==> config.mk <==
export PLATFORM = sky130hd
export DESIGN_NAME = mac16_issue_ctrl
export DESIGN_NICKNAME = d
export VERILOG_FILES = /design/src/rtl/mac16_issue_ctrl.sv
export SDC_FILE = /design/constraint.sdc
export NUM_CORES = 1
export LEC_CHECK = 0
export ABC_AREA = 1
export BUFFER_PORTS_ARGS = -buffer_cell sky130_fd_sc_hd__buf_4
export CAP_MARGIN = 5
export CORE_ASPECT_RATIO = 1.4
export CORE_UTILIZATION = 40
export DETAILED_ROUTE_END_ITERATION = 12
export SYNTH_ARGS = -nofsm -noshare
export SYNTH_HDL_FRONTEND = slang
export SYNTH_SLANG_ARGS = --single-unit
export TNS_END_PERCENT = 50
==> constraint.sdc <==
create_clock -name clk -period 8.4 [get_ports clk]
set_input_delay 1.26 -clock clk [delete_from_list [all_inputs] [get_ports clk]]
set_output_delay 1.26 -clock clk [all_outputs]
set_load 0.02 [all_outputs]
==> src/rtl/mac16_issue_ctrl.sv <==
// mac16_issue_ctrl: issue/return controller for the 16-lane pipelined MAC tree.
//
// Start requests are accepted only when a FIFO slot is guaranteed for the sum.
// Each accepted request injects a token into a shift register that matches the
// tree latency. When a token reaches the end of the pipe, the tree output is
// captured into a small result FIFO. That FIFO drives a valid/ready port.
//
// Ports
//   clk       in   1       single clock, rising edge
//   reset     in   1       asynchronous active-low reset, clears all state
//   start     in   1       request to issue one dot product
//   flush     in   1       discard all in-flight and queued results
//   busy      out  1       start is not accepted this cycle
//   issue     out  1       tree samples its operands at this edge
//   res_in    in   DATA_W  tree output (adder root)
//   result    out  DATA_W  FIFO head, or last popped value when empty
//   valid     out  1       result holds an unread sum
//   ready     in   1       consumer takes result this cycle
//   inflight  out  CNT_W   tokens currently inside the tree
//   err       out  1       sticky overflow/underflow indicator
module mac16_issue_ctrl #(
    parameter int unsigned DATA_W     = 32,
    parameter int unsigned LATENCY    = 5,
    parameter int unsigned FIFO_DEPTH = 4,
    parameter int unsigned CNT_W      = 4
) (
    input  logic              clk,
    input  logic              reset,
    input  logic              start,
    input  logic              flush,
    output logic              busy,
    output logic              issue,
    input  logic [DATA_W-1:0] res_in,
    output logic [DATA_W-1:0] result,
    output logic              valid,
    input  logic              ready,
    output logic [CNT_W-1:0]  inflight,
    output logic              err
);

    localparam int unsigned PTR_W = (FIFO_DEPTH > 1) ? $clog2(FIFO_DEPTH) : 1;

    typedef enum logic [1:0] {StIdle, StActive, StFull, StFlush} state_e;

    state_e              state_q, state_d;
    logic [LATENCY-1:0]  tok_q, tok_d;
    logic [DATA_W-1:0]   mem_q [FIFO_DEPTH];
    logic [DATA_W-1:0]   mem_d [FIFO_DEPTH];
    logic [PTR_W-1:0]    wr_ptr_q, wr_ptr_d;
    logic [PTR_W-1:0]    rd_ptr_q, rd_ptr_d;
    logic [CNT_W-1:0]    count_q, count_d;
    logic [DATA_W-1:0]   last_q, last_d;
    logic                err_q, err_d;

    logic [CNT_W:0]      credit_sum;
    logic                credit_full;
    logic                fifo_full;
    logic                push_req;
    logic                do_push;
    logic                pop;

    // Token count inside the tree.
    always_comb begin
        inflight = '0;
        for (int i = 0; i < LATENCY; i++) begin
            inflight = inflight + CNT_W'(tok_q[i]);
        end
    end

    // Each in-flight token already owns a FIFO slot. Accepting another
    // request is therefore safe only while tokens plus entries stay below the depth.
    assign credit_sum  = {1'b0, inflight} + {1'b0, count_q};
    assign credit_full = credit_sum >= (CNT_W + 1)'(FIFO_DEPTH);
    assign fifo_full   = count_q == CNT_W'(FIFO_DEPTH);
    assign valid       = count_q != '0;
    assign pop         = valid & ready;
    assign push_req    = tok_q[LATENCY-1] & (state_q != StFlush);
    assign result      = valid ? mem_q[rd_ptr_q] : last_q;
    assign err         = err_q;

    // FSM output process: busy depends on registers only, never on start.
    always_comb begin
        busy  = (state_q == StFlush) | credit_full;
        issue = start & ~busy;
    end

    // FSM next-state process.
    always_comb begin
        state_d = state_q;
        unique case (state_q)
            StIdle: begin
                if (issue) state_d = StActive;
            end
            StActive: begin
                if (credit_full) begin
                    state_d = StFull;
                end else if (!issue && inflight == '0 && !valid) begin
                    state_d = StIdle;
                end
            end
            StFull: begin
                if (pop) state_d = StActive;
            end
            StFlush: begin
                if (!flush && inflight == '0) state_d = StIdle;
            end
            default: state_d = StIdle;
        endcase
        if (flush) state_d = StFlush;
    end

    // Token pipe and result FIFO next state.
    always_comb begin
        tok_d    = {tok_q[LATENCY-2:0], issue};
        mem_d    = mem_q;
        wr_ptr_d = wr_ptr_q;
        rd_ptr_d = rd_ptr_q;
        count_d  = count_q;
        last_d   = last_q;
        err_d    = err_q;
        do_push  = 1'b0;

        if (pop) last_d = mem_q[rd_ptr_q];

        if (flush) begin
            wr_ptr_d = '0;
            rd_ptr_d = '0;
            count_d  = '0;
        end else begin
            // A push at full is still legal when a pop frees the slot on the same edge.
            do_push = push_req & (~fifo_full | pop);
            // pop is qualified by valid, so a pop from empty cannot occur and
            // only an overflowing push can raise err.
            if (push_req & fifo_full & ~pop) err_d = 1'b1;
            if (do_push) begin
                mem_d[wr_ptr_q] = res_in;
                wr_ptr_d        = wr_ptr_q + PTR_W'(1);
            end
            if (pop) rd_ptr_d = rd_ptr_q + PTR_W'(1);
            if (do_push && !pop) begin
                count_d = count_q + CNT_W'(1);
            end else if (!do_push && pop) begin
                count_d = count_q - CNT_W'(1);
            end
        end
    end

    // State register.
    always_ff @(posedge clk or negedge reset) begin
        if (!reset) begin
            state_q  <= StIdle;
            tok_q    <= '0;
            wr_ptr_q <= '0;
            rd_ptr_q <= '0;
            count_q  <= '0;
            last_q   <= '0;
            err_q    <= 1'b0;
            for (int i = 0; i < FIFO_DEPTH; i++) begin
                mem_q[i] <= '0;
            end
        end else begin
            state_q  <= state_d;
            tok_q    <= tok_d;
            wr_ptr_q <= wr_ptr_d;
            rd_ptr_q <= rd_ptr_d;
            count_q  <= count_d;
            last_q   <= last_d;
            err_q    <= err_d;
            mem_q    <= mem_d;
        end
    end

endmodule

==> results of run 1 <==
==> worst register-to-register path, delay by kind of cell, from the launching register on <==
kind	cells	cell delay, ps
AND/OR/NAND/NOR	9	1110
buffers and inverters	3	1360
flip-flops	1	480
XOR/XNOR	1	120
AO/OA/AOI/OAI	1	180
adder cells (fa/ha/maj)	1	270
==> power by group <==
part | switching, mW | leakage [nW] | internal [mW]
clock | 0.315 | 0.245 | 0.398
sequential | 0.111 | 2.36 | 1.09
combinational | 1.07 | 2.00 | 0.605
total | 1.49 | 4.60 | 2.09
==> state kept, by name, summed over array words and instances (netlist names) <==
signal and cells:
last_q 32, tok_q 5, count_q 4, mem_q 128, state_q 2, rd_ptr_q 2
err 1, wr_ptr_q 2
==> area by class of cell <==
cell class	instances	area share
sequential	176	0.468
multi-input combinational	634	0.343
timing repair buffer	81	0.0649
clock buffer	25	0.0515
inverter	90	0.0359
tap	256	0.0340
clock inverter	5	0.00345
==> path summary, 6_finish.rpt <==
path / start / to / slack [ps] / cells past startpoint
max: tok_q[0] / issue / 3990 / 12
min: tok_q[3] / tok_q[4] / 370 / 0
max reg2reg: count_q[1] / count_q[3] / 4780 / 15
min reg2reg: tok_q[3] / tok_q[4] / 370 / 0
max in group asynchronous: reset / mem_q[23] / 5730 / 3
min in group asynchronous: reset / tok_q[1] / 790 / 1
==> cell usage after synthesis (all sizes together) <==
cell    number
nand2      229
nor3         2
conb         1
o21bai       1
fa           4
a22o         1
o22ai       32
ha          10
buf         40
nand4        2
inv         90
nand3        9
clkbuf      19
o21ai      259
nor2        78
a21oi        4
dfrtp      176
xnor2        2
==> stage by stage <==
| stage | instances | util | setup slack [ps] | hold slack (ps) |
|---|---|---|---|---|
| finish | 1267 | 0.458 | 3990 | 373 |
| floorplan | 959 | - | 4550 | 354 |
| CTS | 1267 | 0.458 | 3940 | 373 |
| global route | 1267 | 0.458 | 3740 | 382 |
| detailed placement | 1237 | 0.433 | 4420 | 359 |
| global placement | 1237 | 0.433 | 4490 | 358 |
==> logic make-up after synthesis <==
family          after synthesis
simple gates                320
buf+inv                     149
fa+ha+maj                    14
flops                       176
compound gates              297
other cells                   1
xor+xnor                      2
==> cell usage in the layout, fill, tap and decap left out, types with 8 or more instances in the layout <==
cell | synthesis | routed
nand3_1 | 8 | 8
inv_1 | 86 | 86
o21ai_2 | 47 | 47
o21ai_1 | 83 | 83
nand2_1 | 223 | 223
o21ai_0 | 129 | 129
buf_4 | 2 | 80
dfrtp_1 | 176 | 175
clkbuf_16 | 0 | 17
nor2_1 | 75 | 75
o22ai_1 | 32 | 32
ha_1 | 10 | 10
==> layer usage <==
layer,vias up,part of all wire,GRT usage
met3,13,0.023,0.0367
li1,3199,-,-
met4,0,0.0098,0.0472
met5,-,0,0
met1,3012,0.46,0.229
met2,76,0.51,0.310
==> results_dict.tcl, run 1 <==
set metrics [dict create \
    cp_max_fo 4 \
    vias 6300 \
    cts_tree "done" \
    status "finished clean" \
    critPathSlowestCell "fa_1" \
    postLayoutCellArea_um2 9420 \
    fin_nets 1051 \
    wl_um 18500 \
    setup_tns_ps 0 \
    synth_top_area_frac 0.525 \
    synth_xor_area_frac 0.00209 \
    path_cells "inv_1 -> fa_1 -> fa_1 -> inv_1 -> ha_1 -> fa_1 -> inv_1 -> nor2_1 -> nor2_1 -> nand4_1 -> inv_1 -> buf_4" \
    rsz0062_at_grt "false" \
    clock_latency_ps 430 \
    grt_remaining_overflow 0 \
    cts_buffer_depth 2 \
    slew_headroom 0.213 \
    tightest_slew_ps 1180 \
    startpoint_type "flip-flop" \
    min_period_over_period 0.525 \
    place_hpwl_um 11000 \
    cts.clk_slew.worst_paths_ps 60 \
    place_area_um2 8900 \
    peakVddDrop_mv 0.154 \
    hold_viol_final 0 \
    multi_input_area_um2 3230 \
    yosys.area.top_type "dfrtp_1" \
    gp_congestion 0.776 \
    synth_area_um2 8390 \
    coreArea_um2 20600 \
    wire_per_inst_um 14.6 \
    synthMuxAreaShare 0 \
    power_density_nw_per_um2 380 \
    dieArea_um2 21600 \
    worst_ep_required_time_ps 7140 \
    drive_above_1_share 0.166 \
    drt-vias-per-instance 4.97 \
    clock-sinks 176 \
    start_util 0.408 \
    synth_warnings 0 \
    critical-path-top-delay-family "adder cells" \
    endpoint_kind "primary output" \
    synthToLayoutAreaGrowth_pct 12.3 \
    grt_max_degree 71 \
    num-fill-cells 2039 \
    setup_viol 0 \
    ant_nets 0 \
    path_buf_inv 5 \
    synth_compound_area_frac 0.204 \
    cts_hold_buf 0 \
    ys_seq_area_frac 0.525 \
    grt_pass1_vias 6212 \
    slew_viol_final 0 \
    syn-num-nets 1010 \
    die_w_um 124 \
    synthSimpleGateAreaFrac 0.154 \
    track_usage 0.180 \
    synth.avg_cell_area_um2 8.74 \
    yosysUniqueCellTypes 30 \
    io_buffers 75 \
    max_cap_viol_count 0 \
    synth_top_family_by_area "compound AO/OA/AOI/OAI gates" \
    synthAdderAreaFrac 0.0245 \
    period_minus_slack_ps 4410 \
    seq_area_um2 4410 \
    root_buffer "clkbuf_16" \
    cts_resized 0 \
    hp-class "flip-flop to flip-flop" \
    path_common_cell "inv_1" \
    drc 0 \
    antenna_cells 0 \
    cts_buffers 17 \
    ys_ff_latch 176 \
    fmax_mhz 227 \
    leakage_nw 4.60 \
    syn_inst 959 \
    fp.dieH_um 173 \
    antenna_found_initial 0 \
    ys_top_cells_by_area "dfrtp_1 53%, nand2_1 10%, o21ai_0 7.7%" \
    cp.arrival_ps 3150 \
    firstDrtPassIters 4 \
    drtIter0Drc 342 \
    critPathKind "flip-flop to primary output" \
    htreeDepth 4 \
    grt_first_pass_wirelength_um 31300 \
    pin_count 77 \
    rows 62 \
    finalPower_mw 3.58 \
    finClkSkew_ps 12.4 \
    cp_slowest_stage_delay_ps 500 \
    post-cts-setup-buffers 0 \
]
Note: power is estimated with default switching activity, not from simulation.
==> inputs of run 2 (changes only) <==
==> constraint.sdc (replaced) <==
create_clock -name clk -period 3.7 [get_ports clk]
set_input_delay 0.555 -clock clk [delete_from_list [all_inputs] [get_ports clk]]
set_output_delay 0.555 -clock clk [all_outputs]
set_load 0.02 [all_outputs]
==> run 2 against run 1 <==
  * Non-clock buffer count grew 6
  * Register-to-register slack got worse by 4000 ps
  * Sequential power grew 130%
  * Wire length shrank 0.67%
  * Power up 140%
  * Clock power rose to 2.7 times the previous value
  * Cell area rose by 2.1%
  * Largest cell class unchanged
  * Highest routed layer unchanged
==> results_dict.tcl, run 2 (same netlist as run 1, synthesis figures left out) <==
set metrics [dict create \
    status "finished clean" \
    startpoint_type "flip-flop" \
    cts.clk_slew.worst_paths_ps 60 \
    htreeDepth 4 \
    root_buffer "clkbuf_16" \
    start_util 0.408 \
    cp_max_fo 3 \
    cp.arrival_ps 3040 \
    leakage_nw 4.68 \
    place_hpwl_um 11000 \
    slew_headroom 0.449 \
    cts_buffer_depth 2 \
    clock-sinks 176 \
    wire_per_inst_um 14.4 \
    coreArea_um2 20600 \
    multi_input_area_um2 3260 \
    finClkSkew_ps 9.21 \
    io_buffers 75 \
    grt_remaining_overflow 0 \
    fp.dieH_um 173 \
    slew_viol_final 0 \
    layout_common_cells "223 x nand2_1, 175 x dfrtp_1, 129 x o21ai_0" \
    ant_nets 0 \
    largest-register "mem_q" \
    gp_congestion 0.730 \
    cts_hold_buf 0 \
    die_w_um 124 \
    endpoint_kind "primary output" \
    hp-class "input pin to asynchronous set/reset pin" \
    tightest_slew_ps 826 \
    firstDrtPassIters 5 \
    rsz0062_at_grt "true" \
    clock_latency_ps 430 \
    dieArea_um2 21600 \
    layout_commonest_cell "nand2_1" \
    synthToLayoutAreaGrowth_pct 14.7 \
    setup_viol 0 \
    track_usage 0.181 \
    drt-vias-per-instance 4.96 \
    drive_above_1_share 0.182 \
    finalPower_mw 8.54 \
    grt_pass1_vias 6230 \
    period_minus_slack_ps 3590 \
    antenna_found_initial 0 \
    cts_buffers 17 \
    num-fill-cells 2053 \
    wl_um 18400 \
    min_period_over_period 0.972 \
    drtIter0Drc 358 \
    hold_viol_final 0 \
    antenna_cells 0 \
    vias 6315 \
    grt_first_pass_wirelength_um 31200 \
    final_cells 1273 \
    fmax_mhz 278 \
    drc 0 \
    max_cap_viol_count 0 \
    reg_top3 "mem_q x128, last_q x32, tok_q x5" \
    pin_count 77 \
    peakVddDrop_mv 0.493 \
    rows 62 \
    largest_reg_flops 128 \
    seq_area_um2 4410 \
    fin_nets 1057 \
    dp.cells 1241 \
    worst_ep_required_time_ps 3140 \
    power_density_nw_per_um2 888 \
    grt_max_degree 80 \
    cts_tree "done" \
    critPathKind "flip-flop to primary output" \
]
-- run 2: cell types whose count changed in the layout (fill, tap and decap cells not counted), sizes merged --
| cell | previous run | this run |
|---|---|---|
| clkinvlp | 3 | 2 |
| inv | 90 | 91 |
| bufinv | 0 | 4 |
| buf | 81 | 87 |
| clkbuf | 25 | 21 |
-- run 2: timing repair --
| item | 4_1_cts | 5_1_grt |
|---|---|---|
| setup endpoints to repair | 1 | 2 |
| setup buffers | 1 | 1 |
| cloned | 0 | 0 |
| pin swaps | 2 | 5 |
| gates resized for setup | 0 | 11 |
-- run 2: worst max-delay path, cell delays in order, from the launching register on --
cell	delay, ps
dfrtp_1	360
inv_2	50
fa_1	500
fa_1	560
inv_2	60
ha_4	160
fa_2	360
inv_2	60
nor2_2	30
nor2_2	90
nand4_1	140
inv_1	110
buf_6	120
-- run 2: final timing paths --
kind	start	endpoint	slack (ps)	cells after the start
setup / recovery	tok_q[3]	issue	110	12
hold reg to reg	tok_q[0]	tok_q[1]	380	0
hold / removal	reset	tok_q[0]	150	1
min in group clk	tok_q[0]	tok_q[1]	380	0
max in group asynchronous	reset	mem_q[4]	2580	2
setup reg to reg	tok_q[3]	state_q[0]	760	15
-- run 2: per-stage QoR --
stage / setup WS, ps / TNS [ps] / hold WS [ps] / instance area, um^2 / utilization
after global placement: 493 / 0 / 358 / 8940 / 0.435
after CTS: 16.6 / 0 / 176 / 9570 / 0.466
after floorplan: 555 / 0 / 259 / 8390 / -
after global routing: -75.8 / -86.8 / 214 / 9620 / 0.468
after detailed placement: 467 / 0 / 370 / 8940 / 0.435
final: 105 / 0 / 148 / 9620 / 0.468
-- run 2: cell type report --
cell class / instances / area share
clock inverter: 9 / 0.0164
timing repair buffer: 87 / 0.0704
multi-input combinational: 634 / 0.339
sequential: 176 / 0.458
tap: 256 / 0.0333
inverter: 90 / 0.0351
clock buffer: 21 / 0.0479
-- run 2: per-layer routing --
metal | global-route usage | wire [um] | vias to the layer above | share of wire
li1 | - | - | 3216 | -
met1 | 0.222 | 8330 | 3008 | 0.45
met2 | 0.319 | 9340 | 71 | 0.51
met3 | 0.0330 | 404 | 20 | 0.022
met4 | 0.0582 | 278 | 0 | 0.015
met5 | 0 | 0 | - | 0
-- run 2: power by group --
group	internal, mW	switching (mW)
clock network	1.16	0.730
registers	2.47	0.264
logic	1.46	2.46
==> inputs of run 3 (changes only) <==
==> constraint.sdc (replaced) <==
create_clock -name clk -period 4 [get_ports clk]
set_input_delay 0.6 -clock clk [delete_from_list [all_inputs] [get_ports clk]]
set_output_delay 0.6 -clock clk [all_outputs]
set_load 0.02 [all_outputs]
==> run 3 against run 2 <==
  * Clock power fell by 19%
  * Cell count fell by 0.31%
  * Global-route usage barely moved
  * Power fell by 11%
  * Sequential cell count did not move
  * Combinational power fell by 10%
  * Register-to-register slack improved by 280 ps
  * Wire length fell by 0.55%
  * Clock skew fell by 2.3 ps
  * First-iteration DRC count rose by 41%
  * Sequential share of layout area rose by 0.79 points
  * Critical path type unchanged
==> results_dict.tcl, run 3 (same netlist as run 1, synthesis figures left out) <==
set metrics [dict create \
    status "finished clean" \
    coreArea_um2 20600 \
    critPathKind "flip-flop to primary output" \
    path_common_cell "inv_1" \
    fp.dieH_um 173 \
    drc 0 \
    clock-sinks 176 \
    layout_commonest_cell "nand2_1" \
    drt-vias-per-instance 5.00 \
    start_util 0.408 \
    place_hpwl_um 11200 \
    cts_tree "done" \
    final_util 0.460 \
    fin_nets 1053 \
    r2r-end "state_q[0]" \
    grt_remaining_overflow 0 \
    gp_congestion 0.739 \
    worst_ep_required_time_ps 3400 \
    cp_slowest_stage_delay_ps 490 \
    r2r_slack_ps 1040 \
    r2r_cells 14 \
    wire_per_inst_um 14.4 \
    max_cap_viol_count 0 \
    setup.worst_path.start "tok_q[0]" \
    finClkSkew_ps 6.87 \
    cp.arrival_ps 3140 \
    min_period_over_period 0.936 \
    reg_top3 "mem_q x128, last_q x32, tok_q x5" \
    power_density_nw_per_um2 800 \
    pin_count 77 \
    slew_headroom 0.401 \
    endpoint_kind "primary output" \
    clock_latency_ps 430 \
    firstDrtPassIters 5 \
    period_minus_slack_ps 3740 \
    startpoint_type "flip-flop" \
    cts_buffers 17 \
    root_buffer "clkbuf_16" \
    peakVddDrop_mv 0.403 \
    fmax_mhz 267 \
    leakage_nw 4.62 \
    htreeDepth 4 \
    setup_viol 0 \
    rows 62 \
    die_w_um 124 \
    hp-class "input pin to asynchronous set/reset pin" \
    grt_first_pass_wirelength_um 31300 \
    largest-register "mem_q" \
    grt_pass1_vias 6233 \
    ant_nets 0 \
    slew_viol_final 0 \
    grt_max_degree 97 \
    dieArea_um2 21600 \
    cts_resized 0 \
    vias 6344 \
    drive_above_1_share 0.166 \
    antenna_found_initial 0 \
    track_usage 0.180 \
    path_cells "inv_1 -> fa_1 -> fa_1 -> inv_1 -> ha_1 -> fa_1 -> inv_1 -> nor2_1 -> nor2_1 -> nand4_1 -> inv_1 -> buf_4" \
    cp_max_fo 3 \
    post-cts-setup-buffers 0 \
    wl_um 18300 \
    critPathSlowestCell "fa_1" \
    io_buffers 75 \
    rr_startpoint "tok_q[0]" \
    cts.clk_slew.worst_paths_ps 60 \
    largest_reg_flops 128 \
    tightest_slew_ps 899 \
    drtIter0Drc 506 \
    finalPower_mw 7.56 \
    cts_hold_buf 0 \
    setup_tns_ps 0 \
    cts_buffer_depth 2 \
    synthToLayoutAreaGrowth_pct 12.7 \
    antenna_cells 0 \
    cp-endpoint "issue" \
    rsz0062_at_grt "false" \
    hold_viol_final 0 \
    layout_common_cells "223 x nand2_1, 175 x dfrtp_1, 129 x o21ai_0" \
]
-- run 3: cell types whose count changed in the layout (fill, tap and decap cells not counted), sizes merged --
cell,previous run,this run
inv,91,90
buf,87,83
bufinv,4,1
clkbuf,21,25
-- run 3: routing by layer --
layer / part of all wire / wire length (um) / vias to the layer above / track usage
met2: 0.50 / 9050 / 103 / 0.306
met3: 0.029 / 536 / 24 / 0.0333
met1: 0.45 / 8240 / 3017 / 0.227
met5: 0 / 0 / - / 0
li1: - / - / 3200 / -
met4: 0.024 / 429 / 0 / 0.0703
-- run 3: cell type report --
cell class	count	area [um^2]
clock buffer	25	465
clock inverter	5	58.8
fill	2014	11100
inverter	90	338
multi-input combinational	634	3230
sequential	176	4410
tap	256	320
timing repair buffer	83	639
-- run 3: how the worst min path moves through the flow --
| stage | from | end | slack (ps) | depth (start not counted) |
|---|---|---|---|---|
| after floorplan | reset | count_q[0] | 300 | 0 |
| after global placement | tok_q[1] | tok_q[2] | 360 | 0 |
| after detailed placement | tok_q[0] | tok_q[1] | 370 | 0 |
| after CTS | reset | state_q[0] | 300 | 1 |
| after global routing | reset | state_q[0] | 340 | 1 |
| final | reset | state_q[0] | 260 | 1 |
-- run 3: report_power, final --
group | total (mW) | switching [mW] | internal [mW] | leakage (nW)
clock network | 1.53 | 0.662 | 0.867 | 0.247
registers | 2.52 | 0.235 | 2.28 | 2.36
logic | 3.51 | 2.24 | 1.28 | 2.01
-- run 3: critical path, delay by kind of cell, from the launching register on --
family,cells,cell delay (ps)
buffers and inverters,5,420
DFF,1,340
adders and majority gates,4,1560
and+or+nand+nor,3,370
-- run 3: per-stage QoR --
stage	hold WS (ps)	cells	instance area (um^2)	setup WS (ps)
2_1_floorplan	304	959	8390	810
3_3_place_gp	356	1239	8930	749
3_5_place_dp	370	1239	8930	696
4_1_cts	298	1269	9450	227
5_1_grt	340	1269	9450	96.4
6_report	264	1269	9450	258
